--- src/rtl/level_bar_peak_meter_pkg.sv ---
// Shared types and helpers for the level bar/peak meter: FSM state encoding
// and the width function used to size level buses.
package level_bar_peak_meter_pkg;

  typedef enum logic [1:0] {
    IDLE    = 2'd0,
    CONVERT = 2'd1,
    UPDATE  = 2'd2,
    OUTPUT  = 2'd3
  } meter_state_t;

  // Levels run 0..2*width inclusive.
  function automatic int level_bits_of(input int width);
    return $clog2(2 * width + 1);
  endfunction

endpackage

--- src/rtl/level_log2_encoder.sv ---
// Half-octave log encoder: level = 2*msb + (bit below msb) + 1, 0 for a zero
// input; clip flags a value whose top two bits are both set.
module level_log2_encoder
  import level_bar_peak_meter_pkg::*;
#(
  parameter int width = 16,
  localparam int level_bits = level_bits_of(width)
) (
  input  logic [width-1:0]      value,
  output logic [level_bits-1:0] level,
  output logic                  clip
);

  // below[i] is the bit just under position i (0 under the lsb).
  logic [width-1:0] below;
  assign below = {value[width-2:0], 1'b0};

  // NOTE: level gets a default before the loop so no path infers a latch.
  always_comb begin
    level = '0;
    for (int i = 0; i < width; i++) begin
      if (value[i]) begin
        level = level_bits'(2 * i + 1) + level_bits'(below[i]);
      end
    end
  end

  assign clip = value[width-1] & value[width-2];

endmodule

--- src/rtl/level_bar_peak_meter.sv ---
// Bar/peak/clip display stage: log-encodes each accepted peak-to-peak value,
// runs bar release, peak hold/decay and clip hold, and emits one triple per input.
module level_bar_peak_meter
  import level_bar_peak_meter_pkg::*;
#(
  parameter int width      = 16,
  parameter int decay_div  = 4,
  parameter int hold_count = 8,
  localparam int level_bits = level_bits_of(width)
) (
  input  logic                  clk,
  input  logic                  reset,
  input  logic                  i_valid,
  output logic                  i_ready,
  input  logic [width-1:0]      i_value,
  output logic                  o_valid,
  input  logic                  o_ready,
  output logic [level_bits-1:0] o_bar,
  output logic [level_bits-1:0] o_peak,
  output logic                  o_clip
);

  localparam int dcnt_w = $clog2(decay_div) + 1;
  localparam int hcnt_w = $clog2(hold_count) + 1;

  meter_state_t state_q, state_n;

  logic [level_bits-1:0] enc_level, level_q;
  logic                  enc_clip, clip_in_q, clip_cond_q;
  logic                  o_valid_q;

  logic [level_bits-1:0] bar_q, bar_n, peak_q, peak_n, peak_dec;
  logic [dcnt_w-1:0]     bar_cnt_q, bar_cnt_n, peak_cnt_q, peak_cnt_n;
  logic [hcnt_w-1:0]     hold_q, hold_n, clip_cnt_q, clip_cnt_n;
  logic                  clip_q, clip_n;

  level_log2_encoder #(.width(width)) u_encoder (
    .value (i_value),
    .level (enc_level),
    .clip  (enc_clip)
  );

  always_ff @(posedge clk or posedge reset) begin
    if (reset) state_q <= IDLE;
    else       state_q <= state_n;
  end

  always_comb begin
    state_n = state_q;
    case (state_q)
      IDLE:    if (i_valid) state_n = CONVERT;
      CONVERT: state_n = UPDATE;
      UPDATE:  state_n = OUTPUT;
      OUTPUT:  if (o_valid_q && o_ready) state_n = IDLE;
      default: state_n = IDLE;
    endcase
  end

  // Bar, then peak against the new bar, then clip hold.
  always_comb begin
    bar_n      = bar_q;
    bar_cnt_n  = bar_cnt_q;
    peak_n     = peak_q;
    peak_cnt_n = peak_cnt_q;
    hold_n     = hold_q;
    clip_n     = clip_q;
    clip_cnt_n = clip_cnt_q;
    peak_dec   = peak_q - level_bits'(1);

    if (level_q >= bar_q) begin
      bar_n     = level_q;
      bar_cnt_n = '0;
    end else if (bar_cnt_q == dcnt_w'(decay_div - 1)) begin
      bar_n     = bar_q - level_bits'(1);
      bar_cnt_n = '0;
    end else begin
      bar_cnt_n = bar_cnt_q + dcnt_w'(1);
    end

    if (level_q >= peak_q) begin
      peak_n     = level_q;
      hold_n     = hcnt_w'(hold_count);
      peak_cnt_n = '0;
    end else if (hold_q != '0) begin
      hold_n = hold_q - hcnt_w'(1);
    end else if (peak_cnt_q == dcnt_w'(decay_div - 1)) begin
      peak_n     = (peak_dec > bar_n) ? peak_dec : bar_n;
      peak_cnt_n = '0;
    end else begin
      peak_cnt_n = peak_cnt_q + dcnt_w'(1);
    end

    if (clip_cond_q) begin
      clip_n     = 1'b1;
      clip_cnt_n = hcnt_w'(hold_count);
    end else if (clip_cnt_q != '0) begin
      clip_cnt_n = clip_cnt_q - hcnt_w'(1);
      if (clip_cnt_n == '0) clip_n = 1'b0;
    end
  end

  // NOTE: sequential state uses non-blocking assignments so every flop sees pre-edge values.
  always_ff @(posedge clk or posedge reset) begin
    if (reset) begin
      level_q     <= '0;
      clip_in_q   <= 1'b0;
      clip_cond_q <= 1'b0;
      bar_q       <= '0;
      bar_cnt_q   <= '0;
      peak_q      <= '0;
      peak_cnt_q  <= '0;
      hold_q      <= '0;
      clip_q      <= 1'b0;
      clip_cnt_q  <= '0;
      o_valid_q   <= 1'b0;
    end else begin
      case (state_q)
        IDLE: begin
          if (i_valid) begin
            level_q   <= enc_level;
            clip_in_q <= enc_clip;
          end
        end
        CONVERT: clip_cond_q <= clip_in_q;
        UPDATE: begin
          bar_q      <= bar_n;
          bar_cnt_q  <= bar_cnt_n;
          peak_q     <= peak_n;
          peak_cnt_q <= peak_cnt_n;
          hold_q     <= hold_n;
          clip_q     <= clip_n;
          clip_cnt_q <= clip_cnt_n;
        end
        default: ;
      endcase
      // Valid rises one cycle into OUTPUT and falls after the handshake.
      o_valid_q <= (state_q == OUTPUT) && !(o_valid_q && o_ready);
    end
  end

  assign i_ready = (state_q == IDLE);
  assign o_valid = o_valid_q;
  assign o_bar   = bar_q;
  assign o_peak  = peak_q;
  assign o_clip  = clip_q;

endmodule
--- config.mk ---
export PLATFORM = sky130hd
export DESIGN_NAME = level_bar_peak_meter
export DESIGN_NICKNAME = d
export VERILOG_FILES = /design/src/rtl/level_bar_peak_meter_pkg.sv /design/src/rtl/level_log2_encoder.sv /design/src/rtl/level_bar_peak_meter.sv
export SDC_FILE = /design/constraint.sdc
export NUM_CORES = 1
export LEC_CHECK = 0
export BUFFER_PORTS_ARGS = -buffer_cell sky130_fd_sc_hd__clkbuf_2
export CORE_MARGIN = 10
export CORE_UTILIZATION = 55
export CTS_BUF_LIST = sky130_fd_sc_hd__clkbuf_16
export DETAILED_ROUTE_END_ITERATION = 12
export PLACE_DENSITY_LB_ADDON = 0.08
export SLEW_MARGIN = 10
export SYNTH_ARGS = -nofsm -noshare
export SYNTH_HDL_FRONTEND = slang
export SYNTH_HIERARCHICAL = 1
export SYNTH_SLANG_ARGS = --single-unit
--- constraint.sdc ---
create_clock -name clk -period 3.48 [get_ports clk]
set_input_delay 0.174 -clock clk [delete_from_list [all_inputs] [get_ports clk]]
set_output_delay 0.174 -clock clk [all_outputs]
set_load 0.005 [all_outputs]
==> results by group <==
Logic synthesis
  – Adder-cell area share of the yosys netlist: 0.141
  – Number of warning messages in the yosys log: 6
  – Synth Area in Simple Gates: 0.150
  – Fraction of post-synthesis cell area in the top cell type by area: 0.324
  – Sequential area share after synthesis: 0.324
  – Mapped cell area: 0.00293 sq mm
  – Async set-or-reset flop fraction in the synthesized netlist: 1.00
  – EDFF count, synth: 0
  – Synth Area in Compound Gates: 0.221
  – Number of standard cells after synthesis: 322
  – Number of distinct library cells after synthesis: 60
  – Number of nets in the synthesized netlist: 375
  – Synth Area in XOR/XNOR: 0.0299
  – Primary FF master, synth: sky130_fd_sc_hd__dfrtp_1
  – Proportion of synthesized area in mux cells: 0.0696
  – Synth cell count leaders: sky130_fd_sc_hd__dfrtp_1, sky130_fd_sc_hd__inv_1, sky130_fd_sc_hd__ha_1, sky130_fd_sc_hd__nand2_1, sky130_fd_sc_hd__o21ai_0
  – Main combinational cell family by area after synthesis: compound AO/OA/AOI/OAI gates
  – Register bit count reported by yosys: 38
  – Avg Cell Area, Syn: 9.10 sq um
  – Cell taking the most area after synthesis: sky130_fd_sc_hd__dfrtp_1
  – Most frequent cell after synthesis: sky130_fd_sc_hd__dfrtp_1
  – Biggest area contributors in the synthesized netlist: sky130_fd_sc_hd__dfrtp_1, sky130_fd_sc_hd__ha_1, sky130_fd_sc_hd__inv_1, sky130_fd_sc_hd__mux2_2, sky130_fd_sc_hd__o21ai_0

Place
  – Port buffer count: 34
  – Final RePlAce weighted congestion: 0.857
  – Post-DP HPWL: 4.95 mm
  – Pre-CTS WS: 0.0567 ns

Worst setup path
  – Worst setup slack for register-to-register paths: 0.11 ns
  – Worst reg2reg path endpoint: o_peak[3]
  – Critical Path End Type: register
  – Category of the most critical setup path: reg2reg
  – R2R cell count: 14
  – Worst Path Max Fanout: 5
  – Startpoint type of the worst setup path: register
  – Data required time at the worst endpoint: 3.65 ns
  – Worst flop-to-flop path startpoint: o_bar[2]
  – WP data arrival: 3.54 ns

Drt
  – Per-cell via count in the routed design: 5.68
  – Total number of vias: 2460
  – Violation count after the first detailed-routing iteration: 157
  – Routed Antenna Nets: 0
  – Total length of routed wires: 6.58 mm
  – First-pass DRT Iterations: 5
  – Post-route DRC: 0
  – Average wire per cell in the routed design: 15.2 um

Power and ir drop
  – Leak Pwr: 0.00158 uW
  – Pwr/cell area: 1130 mW/mm^2
  – Proportion of power drawn by combinational gates: 0.636
  – Sequential share of power: 0.227
  – Clock power share: 0.137
  – Cell Int Power: 2070 uW
  – Overall power consumption: 3830 uW
  – Peak VDD IR: 0.505 mV
  – Switch Pwr: 1760 uW
  – Switching share of power: 0.459

Clocking
  – CTS max path bufs: 2
  – Root buf cell: sky130_fd_sc_hd__clkbuf_16
  – CTS tree: built
  – Clock latency at the later pin of the worst-skew pair: 0.28 ns
  – CTS clk-pin slew, worst paths: 0.06 ns
  – Number of clock buffers inserted by TritonCTS: 5
  – Setup fix buffers added after clock tree synthesis: 0
  – H-tree levels: 2
  – CTS Hold Bufs: 0
  – Number of sinks driven by the clock tree: 38

STA
  – Worst slew margin relative to its limit: 0.389
  – Final setup violation count: 0
  – Max Clk Rate: 297 MHz
  – Worst clock skew on the final layout: 0.00447 ns
  – Hold Violations, Final: 35
  – Pin slew with the least headroom to its limit: 0.911 ns
  – Fin crit period: 3.37 ns
  – Minimum setup slack in the final design: 0.110 ns
  – Tcrit/Tclk final: 0.968
  – Max-slew violation count: 0
  – Tightest hold margin: -0.0167 ns

Global route
  – Number of antenna violations at the first check in global routing: 0
  – Maximum number of pins on one net before global-route repair: 39
  – First-pass GRT wire length: 11.4 mm
  – Number of global-route vias before repair: 2472
  – Total track usage: 0.158
  – GRT Residual Overflow: 0

Die
  – Starting Density: 0.570
  – Number of I/O pins: 35
  – Site row count: 26
  – Die W: 93.0 um
  – Die Y: 93.0 um
  – Core outline area: 0.00514 sq mm
  – Full die area: 0.00865 sq mm

Cells and area
  – Final net count: 415
  – Multi-input logic area: 0.00180 sq mm
  – Number of diodes: 0
  – Sequential standard cell area: 952 sq um
  – Fraction of final layout cells with drive strength greater than 1: 0.218
  – Relative area change from synthesis to final layout: 15.3%
  – Fill cell instance count of the final layout: 456
  – Final Util: 0.658

Worst hold path
  – Class of the tightest hold or removal check: in2async

Status
  – Failing checks: negative hold slack
  – Run status: finished, violations left

Flow run
  – Max-capacitance violation count: 0
==> state kept, by name, summed over array words and instances, names as in the netlist <==
register     cells
level_q          6
o_bar            6
o_peak           6
clip_cnt_q       4
hold_q           4
bar_cnt_q        3
peak_cnt_q       3
state_q          2
clip_cond_q      1
clip_in_q        1
o_clip           1
o_valid          1
==> stage by stage <==
stage | instance area [sq um] | cells | setup TNS (ns)
2_1_floorplan | 2930 | 322 | 0
3_3_place_gp | 3190 | 424 | 0
3_5_place_dp | 3190 | 424 | 0
4_1_cts | 3360 | 432 | 0
5_1_grt | 3380 | 433 | -0.00582
6_report | 3380 | 433 | 0
==> worst max path at each step <==
stage / to / cells after the start / from
2_1_floorplan: o_peak[5] / 15 / o_bar[2]
3_3_place_gp: o_peak[5] / 16 / o_bar[2]
3_5_place_dp: o_peak[5] / 16 / o_bar[2]
4_1_cts: o_peak[3] / 14 / o_bar[2]
5_1_grt: o_peak[3] / 14 / o_bar[2]
6_report: o_peak[3] / 14 / o_bar[2]
==> final cells by class <==
class | instances | area share
inverters | 37 | 0.0411
repair buffers | 42 | 0.0685
multi-input cells | 238 | 0.533
flip-flops and latches | 38 | 0.282
well taps | 70 | 0.0259
clock inverters | 3 | 0.0133
clock buffers | 5 | 0.0370
==> worst max-delay path, stage by stage (launching register included) <==
cell and delay, ns:
sky130_fd_sc_hd__dfrtp_2 0.41, sky130_fd_sc_hd__inv_1 0.09, sky130_fd_sc_hd__ha_1 0.31, sky130_fd_sc_hd__a21oi_1 0.13, sky130_fd_sc_hd__o21ai_1 0.09, sky130_fd_sc_hd__a41oi_2 0.20, sky130_fd_sc_hd__mux2_2 0.39, sky130_fd_sc_hd__inv_1 0.07
sky130_fd_sc_hd__ha_1 0.26, sky130_fd_sc_hd__a21oi_1 0.20, sky130_fd_sc_hd__a21boi_1 0.12, sky130_fd_sc_hd__o32ai_2 0.35, sky130_fd_sc_hd__and3b_1 0.23, sky130_fd_sc_hd__o21ai_1 0.09, sky130_fd_sc_hd__o221a_2 0.31
==> placed cells by master, fill, tap and decap left out, types with 3 or more instances in the layout <==
| cell | n |
|---|---|
| sky130_fd_sc_hd__clkbuf_2 | 34 |
| sky130_fd_sc_hd__mux2_2 | 11 |
| sky130_fd_sc_hd__nand2_1 | 27 |
| sky130_fd_sc_hd__dfrtp_1 | 37 |
| sky130_fd_sc_hd__o21ai_0 | 21 |
| sky130_fd_sc_hd__nor3_1 | 8 |
| sky130_fd_sc_hd__clkbuf_16 | 5 |
| sky130_fd_sc_hd__a31oi_1 | 7 |
| sky130_fd_sc_hd__o31ai_1 | 3 |
| sky130_fd_sc_hd__a32oi_1 | 3 |
| sky130_fd_sc_hd__a211o_1 | 3 |
| sky130_fd_sc_hd__ha_1 | 33 |
| sky130_fd_sc_hd__a21oi_1 | 12 |
| sky130_fd_sc_hd__nor2_1 | 15 |
| sky130_fd_sc_hd__xnor2_1 | 9 |
| sky130_fd_sc_hd__nand3_1 | 11 |
| sky130_fd_sc_hd__inv_1 | 37 |
| sky130_fd_sc_hd__o21ai_1 | 7 |
| sky130_fd_sc_hd__o211ai_1 | 3 |
| sky130_fd_sc_hd__mux2i_1 | 8 |
| sky130_fd_sc_hd__a211oi_1 | 4 |
| sky130_fd_sc_hd__nand2b_1 | 6 |
| sky130_fd_sc_hd__buf_4 | 6 |
==> power by group through the flow <==
stage | Sequential (uW) | Combinational, uW | Clock, uW
after floorplan | 830 | 1740 | 0
after global routing | 901 | 2760 | 555
after global placement | 871 | 2240 | 0
after detailed placement | 876 | 2290 | 0
after CTS | 868 | 2330 | 536
final | 870 | 2440 | 524
==> cells by family after synthesis <==
group,count (synthesis)
AO/OA/AOI/OAI,92
XOR/XNOR,10
adder cells (fa/ha/maj),33
buffers and inverters,46
flip-flops,38
multiplexers,19
AND/OR/NAND/NOR,84
==> per-layer routing <==
layer	part of all wire	vias up	wire [um]	GRT usage
met5	0	-	0	0
met4	0.013	0	85	0.0578
met3	0.050	8	326	0.0328
met2	0.46	66	3040	0.259
met1	0.48	1145	3130	0.199
li1	-	1241	-	-
==> timing repair <==
item                                    CTS  global route
endpoints found under the hold margin     0             0
endpoints found under the setup margin    0             6
gates resized for setup                   0             5
No activity file was read; power rests on OpenSTA's default activity.
